**src/rtl/stream_pkg.sv**
```systemverilog
// Shared types and helpers for the valid/ready stream blocks.
package stream_pkg;

    // Arbiter packet state: IDLE picks a new winner, LOCKED holds it to the last beat.
    typedef enum logic {ARB_IDLE, ARB_LOCKED} arb_state_e;

    // Modulo-n increment. Wraps n-1 back to 0, so non-power-of-two counts never overflow.
    function automatic int unsigned next_idx(input int unsigned idx, input int unsigned n);
        if (idx + 1 >= n) begin
            return 0;
        end
        return idx + 1;
    endfunction

endpackage

```
**src/rtl/rr_pick.sv**
```systemverilog
// Rotating priority encoder: returns the first set request at or after ptr,
// wrapping from P_NUM_IN-1 back to 0. Purely combinational.
module rr_pick #(
    parameter int P_NUM_IN = 4,
    localparam int P_IDX_WIDTH = $clog2(P_NUM_IN)
) (
    input  logic [P_NUM_IN-1:0]    req,
    input  logic [P_IDX_WIDTH-1:0] ptr,
    output logic                   any,
    output logic [P_IDX_WIDTH-1:0] idx
);

    // Scan from the farthest candidate back towards ptr so the nearest one wins.
    always_comb begin
        int cand;
        any  = |req;
        idx  = '0;
        cand = 0;
        for (int k = P_NUM_IN - 1; k >= 0; k--) begin
            cand = int'(ptr) + k;
            if (cand >= P_NUM_IN) begin
                cand = cand - P_NUM_IN;
            end
            if (req[P_IDX_WIDTH'(cand)]) begin
                idx = P_IDX_WIDTH'(cand);
            end
        end
    end

endmodule

```
**src/rtl/rr_arb_vr.sv**
```systemverilog
// Packet-aware round-robin arbiter for valid/ready streams with a registered output.
//
// Handshake: a beat moves across an interface on a rising clk edge where both
// valid and ready are 1. valid and its payload are held by the source until
// accepted; ready may depend combinationally on valid only on the input side.
module rr_arb_vr
    import stream_pkg::*;
#(
    parameter int P_NUM_IN     = 4,
    parameter int P_DATA_WIDTH = 32,
    parameter int P_IDX_WIDTH  = $clog2(P_NUM_IN)
) (
    input  logic                             clk,
    input  logic                             rst,
    input  logic [P_NUM_IN-1:0]              valid_in,
    input  logic [P_NUM_IN*P_DATA_WIDTH-1:0] data_in,
    input  logic [P_NUM_IN-1:0]              last_in,
    output logic [P_NUM_IN-1:0]              ready_in,
    output logic                             valid_out,
    output logic [P_DATA_WIDTH-1:0]          data_out,
    output logic                             last_out,
    output logic [P_IDX_WIDTH-1:0]           src_out,
    input  logic                             ready_out
);

    arb_state_e             state;
    arb_state_e             state_next;
    logic [P_IDX_WIDTH-1:0] rr_ptr;
    logic [P_IDX_WIDTH-1:0] rr_ptr_next;
    logic [P_IDX_WIDTH-1:0] lock_idx;
    logic [P_IDX_WIDTH-1:0] lock_idx_next;

    logic                    pick_any;
    logic [P_IDX_WIDTH-1:0]  pick_idx;
    logic                    have_grant;
    logic [P_IDX_WIDTH-1:0]  grant_idx;
    logic                    can_accept;
    logic                    xfer;
    logic [P_DATA_WIDTH-1:0] sel_data;
    logic                    sel_last;

    rr_pick #(.P_NUM_IN(P_NUM_IN)) u_pick (
        .req (valid_in),
        .ptr (rr_ptr),
        .any (pick_any),
        .idx (pick_idx)
    );

    assign can_accept = !valid_out || ready_out;
    assign have_grant = (state == ARB_LOCKED) ? 1'b1 : pick_any;
    assign grant_idx  = (state == ARB_LOCKED) ? lock_idx : pick_idx;
    assign xfer       = |(valid_in & ready_in);

    // One-hot ready towards the granted input; forced low while reset is held.
    always_comb begin
        ready_in = '0;
        if (!rst && can_accept && have_grant) begin
            ready_in[grant_idx] = 1'b1;
        end
    end

    // Payload mux for the granted input.
    always_comb begin
        sel_data = '0;
        sel_last = 1'b0;
        for (int i = 0; i < P_NUM_IN; i++) begin
            if (grant_idx == P_IDX_WIDTH'(i)) begin
                sel_data = data_in[i*P_DATA_WIDTH +: P_DATA_WIDTH];
                sel_last = last_in[i];
            end
        end
    end

    // Next-state logic: lock on a non-last beat, release and advance pointer on last.
    always_comb begin
        state_next    = state;
        rr_ptr_next   = rr_ptr;
        lock_idx_next = lock_idx;
        case (state)
            ARB_IDLE: begin
                if (xfer) begin
                    if (sel_last) begin
                        rr_ptr_next = P_IDX_WIDTH'(next_idx(32'(grant_idx), 32'(P_NUM_IN)));
                    end else begin
                        state_next    = ARB_LOCKED;
                        lock_idx_next = grant_idx;
                    end
                end
            end
            ARB_LOCKED: begin
                if (xfer && sel_last) begin
                    state_next  = ARB_IDLE;
                    rr_ptr_next = P_IDX_WIDTH'(next_idx(32'(lock_idx), 32'(P_NUM_IN)));
                end
            end
            default: state_next = ARB_IDLE;
        endcase
    end

    // Arbitration state registers.
    always_ff @(posedge clk or posedge rst) begin
        if (rst) begin
            state    <= ARB_IDLE;
            rr_ptr   <= '0;
            lock_idx <= '0;
        end else begin
            state    <= state_next;
            rr_ptr   <= rr_ptr_next;
            lock_idx <= lock_idx_next;
        end
    end

    // Output register: reload on transfer (no bubble), clear valid once drained.
    always_ff @(posedge clk or posedge rst) begin
        if (rst) begin
            valid_out <= 1'b0;
            data_out  <= '0;
            last_out  <= 1'b0;
            src_out   <= '0;
        end else if (xfer) begin
            valid_out <= 1'b1;
            data_out  <= sel_data;
            last_out  <= sel_last;
            src_out   <= grant_idx;
        end else if (ready_out) begin
            valid_out <= 1'b0;
        end
    end

endmodule

```
**config.mk**
```make
export PLATFORM = sky130hd
export DESIGN_NAME = rr_arb_vr
export DESIGN_NICKNAME = d
export VERILOG_FILES = /design/src/rtl/stream_pkg.sv /design/src/rtl/rr_pick.sv /design/src/rtl/rr_arb_vr.sv
export SDC_FILE = /design/constraint.sdc
export NUM_CORES = 1
export LEC_CHECK = 0
export BUFFER_PORTS_ARGS = -buffer_cell sky130_fd_sc_hd__buf_2
export CAP_MARGIN = 0
export CELL_PAD_IN_SITES_DETAIL_PLACEMENT = 2
export CELL_PAD_IN_SITES_GLOBAL_PLACEMENT = 2
export CORE_ASPECT_RATIO = 0.7
export CORE_MARGIN = 5
export CORE_UTILIZATION = 26
export CTS_CLUSTER_SIZE = 16
export DETAILED_ROUTE_END_ITERATION = 7
export PLACE_DENSITY = 0.92
export SLEW_MARGIN = 20
export SYNTH_ARGS = -nofsm -noshare
export SYNTH_HDL_FRONTEND = slang
export SYNTH_SLANG_ARGS = --single-unit
```
**constraint.sdc**
```tcl
create_clock -name clk -period 5.8 [get_ports clk]
set_input_delay 0.58 -clock clk [delete_from_list [all_inputs] [get_ports clk]]
set_output_delay 0.58 -clock clk [all_outputs]
set_load 0.05 [all_outputs]
```
Yosys cells after proc, flatten, opt, wreduce, memory -nomap -nowiden
Index checks and enable logic that the tools add are counted.
{"block": "op_classes", "n_addsub": 9, "order_cmp": 12, "eq_ne": 6, "n_mux": 52, "n_bitwise": 3, "reduce_logical": 13}
{"cell": "$mux W32", "count": 4}
{"cell": "$mux W2", "count": 14}
{"cell": "$mux W1", "count": 26}
{"cell": "$lt A2 B4 Y1 const B", "count": 4}
{"cell": "$ge A3 B3 Y1 const B", "count": 5}
{"cell": "$add A2 B1 Y3 const B", "count": 3}
{"cell": "$bmux W1 S2", "count": 4}
{"cell": "$reduce_or A4 Y1", "count": 2}
{"cell": "$sub A2 B1 Y2 const B", "count": 4}
{"cell": "$add A2 B2 Y3 const B", "count": 2}
{"cell": "$reduce_and A3 Y1", "count": 2}
{"cell": "$and A4 B4 Y4", "count": 1}
{"cell": "$eq A2 B2 Y1 const B", "count": 2}
{"cell": "$logic_and A1 B1 Y1", "count": 4}
{"cell": "$mux W4", "count": 1}
{"cell": "$ne A2 B2 Y1 const B", "count": 2}
{"cell": "$pmux W2 S2", "count": 1}
{"cell": "$ge A2 B3 Y1 const B", "count": 1}
{"cell": "$lt A2 B3 Y1 const B", "count": 1}
{"cell": "$demux W1 S2", "count": 1}
{"cell": "$eq A2 B1 Y1 const B", "count": 1}
{"cell": "$ge A2 B1 Y1 const B", "count": 1}
{"cell": "$logic_not A1 Y1", "count": 2}
{"cell": "$logic_not A2 Y1", "count": 1}
{"cell": "5 further kinds", "count": 6}
{"block": "totals", "register_bits": 41, "out_inout_bits": 40}

Depth between registers and ports, before layout
{"block": "depth", "ltp_word": 24, "depth_mapped": 13, "ltp_nobuf": 9}

Cells and area by module
Synthesis repeated with hierarchy kept, for this count alone.
{"block": "hier_totals", "cells_unflattened": 320, "area_unflattened_um2": 2668.8}
{"mod": "rr_arb_vr", "instances": 1, "cells_per_inst": 307, "area_each_um2": 2591.2, "seq_area_each_um2": 1026.0}
{"mod": "rr_pick", "instances": 1, "cells_per_inst": 13, "area_each_um2": 77.6, "seq_area_each_um2": 0.0}

Worst setup path after synthesis
No wires, ideal clock.
{"block": "synth_timing", "path_type": "input to output", "startpoint": "in valid_in[3]", "endpoint": "out ready_in[3]", "t_arrival_ns": 2.639, "required_ns": 5.220, "setup_slack_ns": 2.581, "path_stages": 7, "path_cell_list": "nand4b_1 -> o31ai_1 -> o41ai_1 -> ha_1 -> clkbuf_1 -> clkbuf_1 -> and2_1"}
{"block": "synth_between", "elab_chain_cells": 13, "elab_cells_between_ends": 26, "cone_classes": "order compare: 2; mux: 21; reduce/logical: 3"}
{"element": "start, declared", "line": "rr_arb_vr.sv:15", "text": "input logic [P_NUM_IN-1:0] valid_in,"}
{"element": "$bmux W1 S2", "line": "rr_pick.sv:24", "text": "if (req[P_IDX_WIDTH'(cand)]) begin"}
{"element": "$mux W1 (not written as such) (2 in a row)", "line": "rr_pick.sv:24"}
{"element": "$mux W2 (3 in a row)", "line": "rr_pick.sv:24"}
{"element": "$mux W2 *", "line": "rr_pick.sv:24"}
{"element": "$mux W2 *", "line": "rr_arb_vr.sv:51", "text": "assign grant_idx = (state == ARB_LOCKED) ? lock_idx : pick_idx;"}
{"element": "net grant_idx[1]", "line": "rr_arb_vr.sv:36", "text": "logic [P_IDX_WIDTH-1:0] grant_idx;"}
{"element": "$lt A2 B3 Y1 (not written as such) or $ge A2 B1 Y1 (tied branches)", "line": "rr_arb_vr.sv:58", "text": "ready_in[grant_idx] = 1'b1;"}
{"element": "$logic_and A1 B1 Y1 (not written as such)", "line": "rr_arb_vr.sv:58"}
{"element": "$mux W1 (not written as such)", "line": "rr_arb_vr.sv:58"}
{"element": "$demux W1 S2 *", "line": "rr_arb_vr.sv:58"}
{"element": "$mux W4 *", "line": "rr_arb_vr.sv:57", "text": "if (!rst && can_accept && have_grant) begin"}
{"element": "end, declared", "line": "rr_arb_vr.sv:18", "text": "output logic [P_NUM_IN-1:0] ready_in,"}
Mark *: on every way through the listed nets, which the timed path passes. The rest lies on a longest branch. The select of a mux whose other input is x is not followed.

Worst setup path in the final report
{"block": "layout_timing", "startpoint": "reg rr_ptr[1]", "endpoint": "reg data_out[11]"}
{"block": "layout_between", "elab_chain_cells": 18, "elab_cells_between_ends": 48, "cone_classes": "add/sub: 7; order compare: 6; eq/ne: 3; mux: 28; bitwise: 1; reduce/logical: 3"}
{"element": "start, declared", "line": "rr_arb_vr.sv:28", "text": "logic [P_IDX_WIDTH-1:0] rr_ptr;"}
{"element": "start signal, assigned", "line": "rr_arb_vr.sv:108", "text": "rr_ptr <= rr_ptr_next;"}
{"element": "$add A2 B2 Y3", "line": "rr_pick.sv:20", "text": "cand = int'(ptr) + k;"}
{"element": "$ge A3 B3 Y1 or $sub A2 B1 Y2 (tied branches)", "line": "rr_pick.sv:21, rr_pick.sv:22"}
{"element": "$mux W2", "line": "rr_pick.sv:21", "text": "if (cand >= P_NUM_IN) begin"}
{"element": "$bmux W1 S2", "line": "rr_pick.sv:24"}
{"element": "$mux W1 (not written as such) (2 in a row)", "line": "rr_pick.sv:24"}
{"element": "$mux W2 (3 in a row)", "line": "rr_pick.sv:24"}
{"element": "$mux W2 *", "line": "rr_pick.sv:24"}
{"element": "$mux W2 *", "line": "rr_arb_vr.sv:51"}
{"element": "net grant_idx[1]", "line": "rr_arb_vr.sv:36"}
{"element": "$lt A2 B3 Y1 (not written as such) or $ge A2 B1 Y1 (tied branches)", "line": "rr_arb_vr.sv:58"}
{"element": "$logic_and A1 B1 Y1 (not written as such)", "line": "rr_arb_vr.sv:58"}
{"element": "$mux W1 (not written as such)", "line": "rr_arb_vr.sv:58"}
{"element": "$demux W1 S2", "line": "rr_arb_vr.sv:58"}
{"element": "$mux W4", "line": "rr_arb_vr.sv:57"}
{"element": "$and A4 B4 Y4", "line": "rr_arb_vr.sv:52", "text": "assign xfer = |(valid_in & ready_in);"}
{"element": "$reduce_or A4 Y1", "line": "rr_arb_vr.sv:52"}
{"element": "end signal, assigned", "line": "rr_arb_vr.sv:122", "text": "data_out <= sel_data;"}
{"element": "end, declared", "line": "rr_arb_vr.sv:20", "text": "output logic [P_DATA_WIDTH-1:0] data_out,"}
Marked as above.
A chain may end at the register's enable or synchronous reset.

==> out/qor.txt <==
Worst-Skew Late Latency: 270 ps
Required @ worst endpoint: 6010 ps
H-Tree Depth: 2
Antenna Nets Post-Route: 0
Hold Path Class: flop to flop
Final nets: 607
Tcrit/Tclk final: 72.4%
Hold Slack: 487 ps
Avg Inst Size Synth: 9.57 sq um
unrepaired setup endpoints after global routing: no
Sinks on Clock Net: 41
Placeable Area: 11000 sq um
PortBufs: 178
n_diodes: 0
Final Wtd Congestion: 0.844
fin. max-slew vios: 0
max-cap violation count: 0
Clock Skew: 3.01 ps
cts bufs inserted: 5
Setup-failing EPs final: 0
Hold Path Origin: data_out[5]$_DFFE_PP0P_
io pins: 179
Bufs on Longest Clock Path: 2
Mapped Nets: 449
fmax: 238 MHz
Pre-antenna DRT Iters: 4
RR Startpoint: rr_ptr[1]$_DFFE_PP0P_
asr flop ratio synth: 100%
Leakage: 1.93 nW
setup TNS: 0 ps
Primary FF master, synth: dfrtp_1
final worst slack: 1600 ps
maximum VDD drop: 0.000289 V
power per cell area: 680 nW/um^2
vias in the first global route: 3561
Area Growth Syn to Fin: 37.2%
height of the die: 98.6 um
post-CTS setup buffers: 0
post-synth top area share: 35.2%
Detailed Route WL: 11400 um
via density per instance: 5.01
most frequent cells in the layout: buf_2 (178), dfrtp_1 (41), nand2_1 (34), nor2b_1 (27), o31ai_1 (26)
DP HPWL: 9080 um
Place WS: 1370 ps
Detailed Route Iter0 Violations: 90
Mapped Area: 2920 sq um
via count: 3092
Core Rows: 32
status: complete, no violations
final hold vios: 0
number of flops mapped to enable cells by yosys: 0
CTS tree: built
CTS clk-pin slew, worst paths: 60 ps
register area share after synthesis: 35.2%
Setup crit start: rr_ptr[1]$_DFFE_PP0P_
WL/cell: 18.5 um
Critical Path Source Type: flop
grt ovf: 0
largest net degree at the start of global routing: 69
Mapped Cells: 305
CTS Hold Bufs: 0
post_cts resized: 0
Die ar.: 13500 sq um
Initial Util: 26.5%
CTS root buf: clkbuf_16
Slew @ Worst Pin: 1100 ps
Arr. time, crit path: 4420 ps
WS Path Type: flop to flop
Crit. End Element: flop
total track usage: 16.3%
crit path max fanout: 45
yosys warns: 0
DIE WIDTH: 137 um
Synth cell types: 42
ranking of synthesized cells by area: dfrtp_1 (35%), mux2_2 (8.5%), a221oi_1 (7.2%), o31ai_1 (6.7%), nor2b_1 (6.0%)
global-route wire length before repair: 17700 um
cell accounting for the most synthesized area: dfrtp_1
Synth Register Bits: 41
# DRC: 0
slew margin rel.: 26.1%
initial antenna violation count: 0
Tmin final: 4200 ps
most common cell after layout, fill and taps aside: buf_2
share of post-route cells with drive strength above 1: 48.7%
[layout make-up]
class,count,area (sq um)
Sequential cell,41,1030
Inverter,15,56.3
Timing Repair Buffer,179,898
Multi-Input combinational cell,221,1690
Tap cell,153,191
Fill cell,1281,7010
Clock buffer,8,136
[Yosys cell counts (3+ instances only)]
| master | count |
|---|---|
| inv_1 | 15 |
| a22o_1 | 8 |
| mux2_4 | 10 |
| dfrtp_1 | 41 |
| o21ai_0 | 9 |
| clkbuf_1 | 16 |
| a211oi_1 | 3 |
| a21oi_1 | 16 |
| mux2_2 | 22 |
| o31ai_1 | 26 |
| buf_2 | 7 |
| mux2_1 | 5 |
| nor2b_1 | 28 |
| nand2_1 | 34 |
| a221oi_1 | 24 |
| and2_1 | 4 |
| ha_1 | 5 |
[metrics by stage]
| step | cell area (sq um) | std cells | util (%) | total power, W |
|---|---|---|---|---|
| 3_5_place_dp | 3860 | 609 | 35.0 | 0.00248 |
| 2_1_floorplan | 2920 | 305 | - | 0.00203 |
| 5_1_grt | 4000 | 617 | 36.4 | 0.00293 |
| 3_3_place_gp | 3860 | 609 | 35.0 | 0.00239 |
| 4_1_cts | 3990 | 617 | 36.3 | 0.00276 |
| 6_report | 4000 | 617 | 36.4 | 0.00272 |
[state kept, by name, summed over array words and instances (netlist names), named ones only]
| signal | cells |
|---|---|
| last_out | 1 |
| data_out | 32 |
| valid_out | 1 |
| src_out | 2 |
| lock_idx | 2 |
| rr_ptr | 2 |
[cells by family (layout without fill, tap and decap cells)]
group / Yosys count / in the layout / synth area share (%)
AOI/OAI and AO/OA: 96 / 96 / 24.3
and+or+nand+nor: 82 / 82 / 15.1
buffers and inverters: 43 / 202 / 7.46
DFF: 41 / 41 / 35.2
muxes: 38 / 38 / 15.9
adders and majority gates: 5 / 5 / 2.14
[final timing paths]
check / end / slack (ps) / cells after the start
worst max-delay path: data_out[11]$_DFFE_PP0P_ / 1600 / 9
worst min-delay path: data_out[5]$_DFFE_PP0P_ / 490 / 1
worst max register to register: data_out[11]$_DFFE_PP0P_ / 1600 / 9
worst min register to register: data_out[5]$_DFFE_PP0P_ / 490 / 1
max in group asynchronous: data_out[19]$_DFFE_PP0P_ / 4720 / 2
min in group asynchronous: valid_out$_DFFE_PP0P_ / 520 / 2
[power breakdown]
group	switching [W]	internal (W)	total, W
sequential	0.0000885	0.000427	0.000515
clock	0.000104	0.000160	0.000264
combinational	0.00122	0.000718	0.00194
total	0.00142	0.00130	0.00272
[worst max-delay path, cell delays in order (launching register included)]
cell      delay (ps)
dfrtp_1          480
nand4b_1         170
o31ai_1          120
o41ai_1          900
inv_1            180
ha_2             520
nor2b_2          970
a221oi_1         200
o31ai_1          360
mux2_4           200
[per-layer routing]
layer  global-route usage (%)  vias up  wire length (um)
li1                         -     1440                 -
met1                     18.1     1518              4480
met2                     30.4      122              5780
met3                     5.10       12              1030
met4                     3.10        0               146
met5                        0        -                 0
No activity file was read; power rests on OpenSTA's default activity.
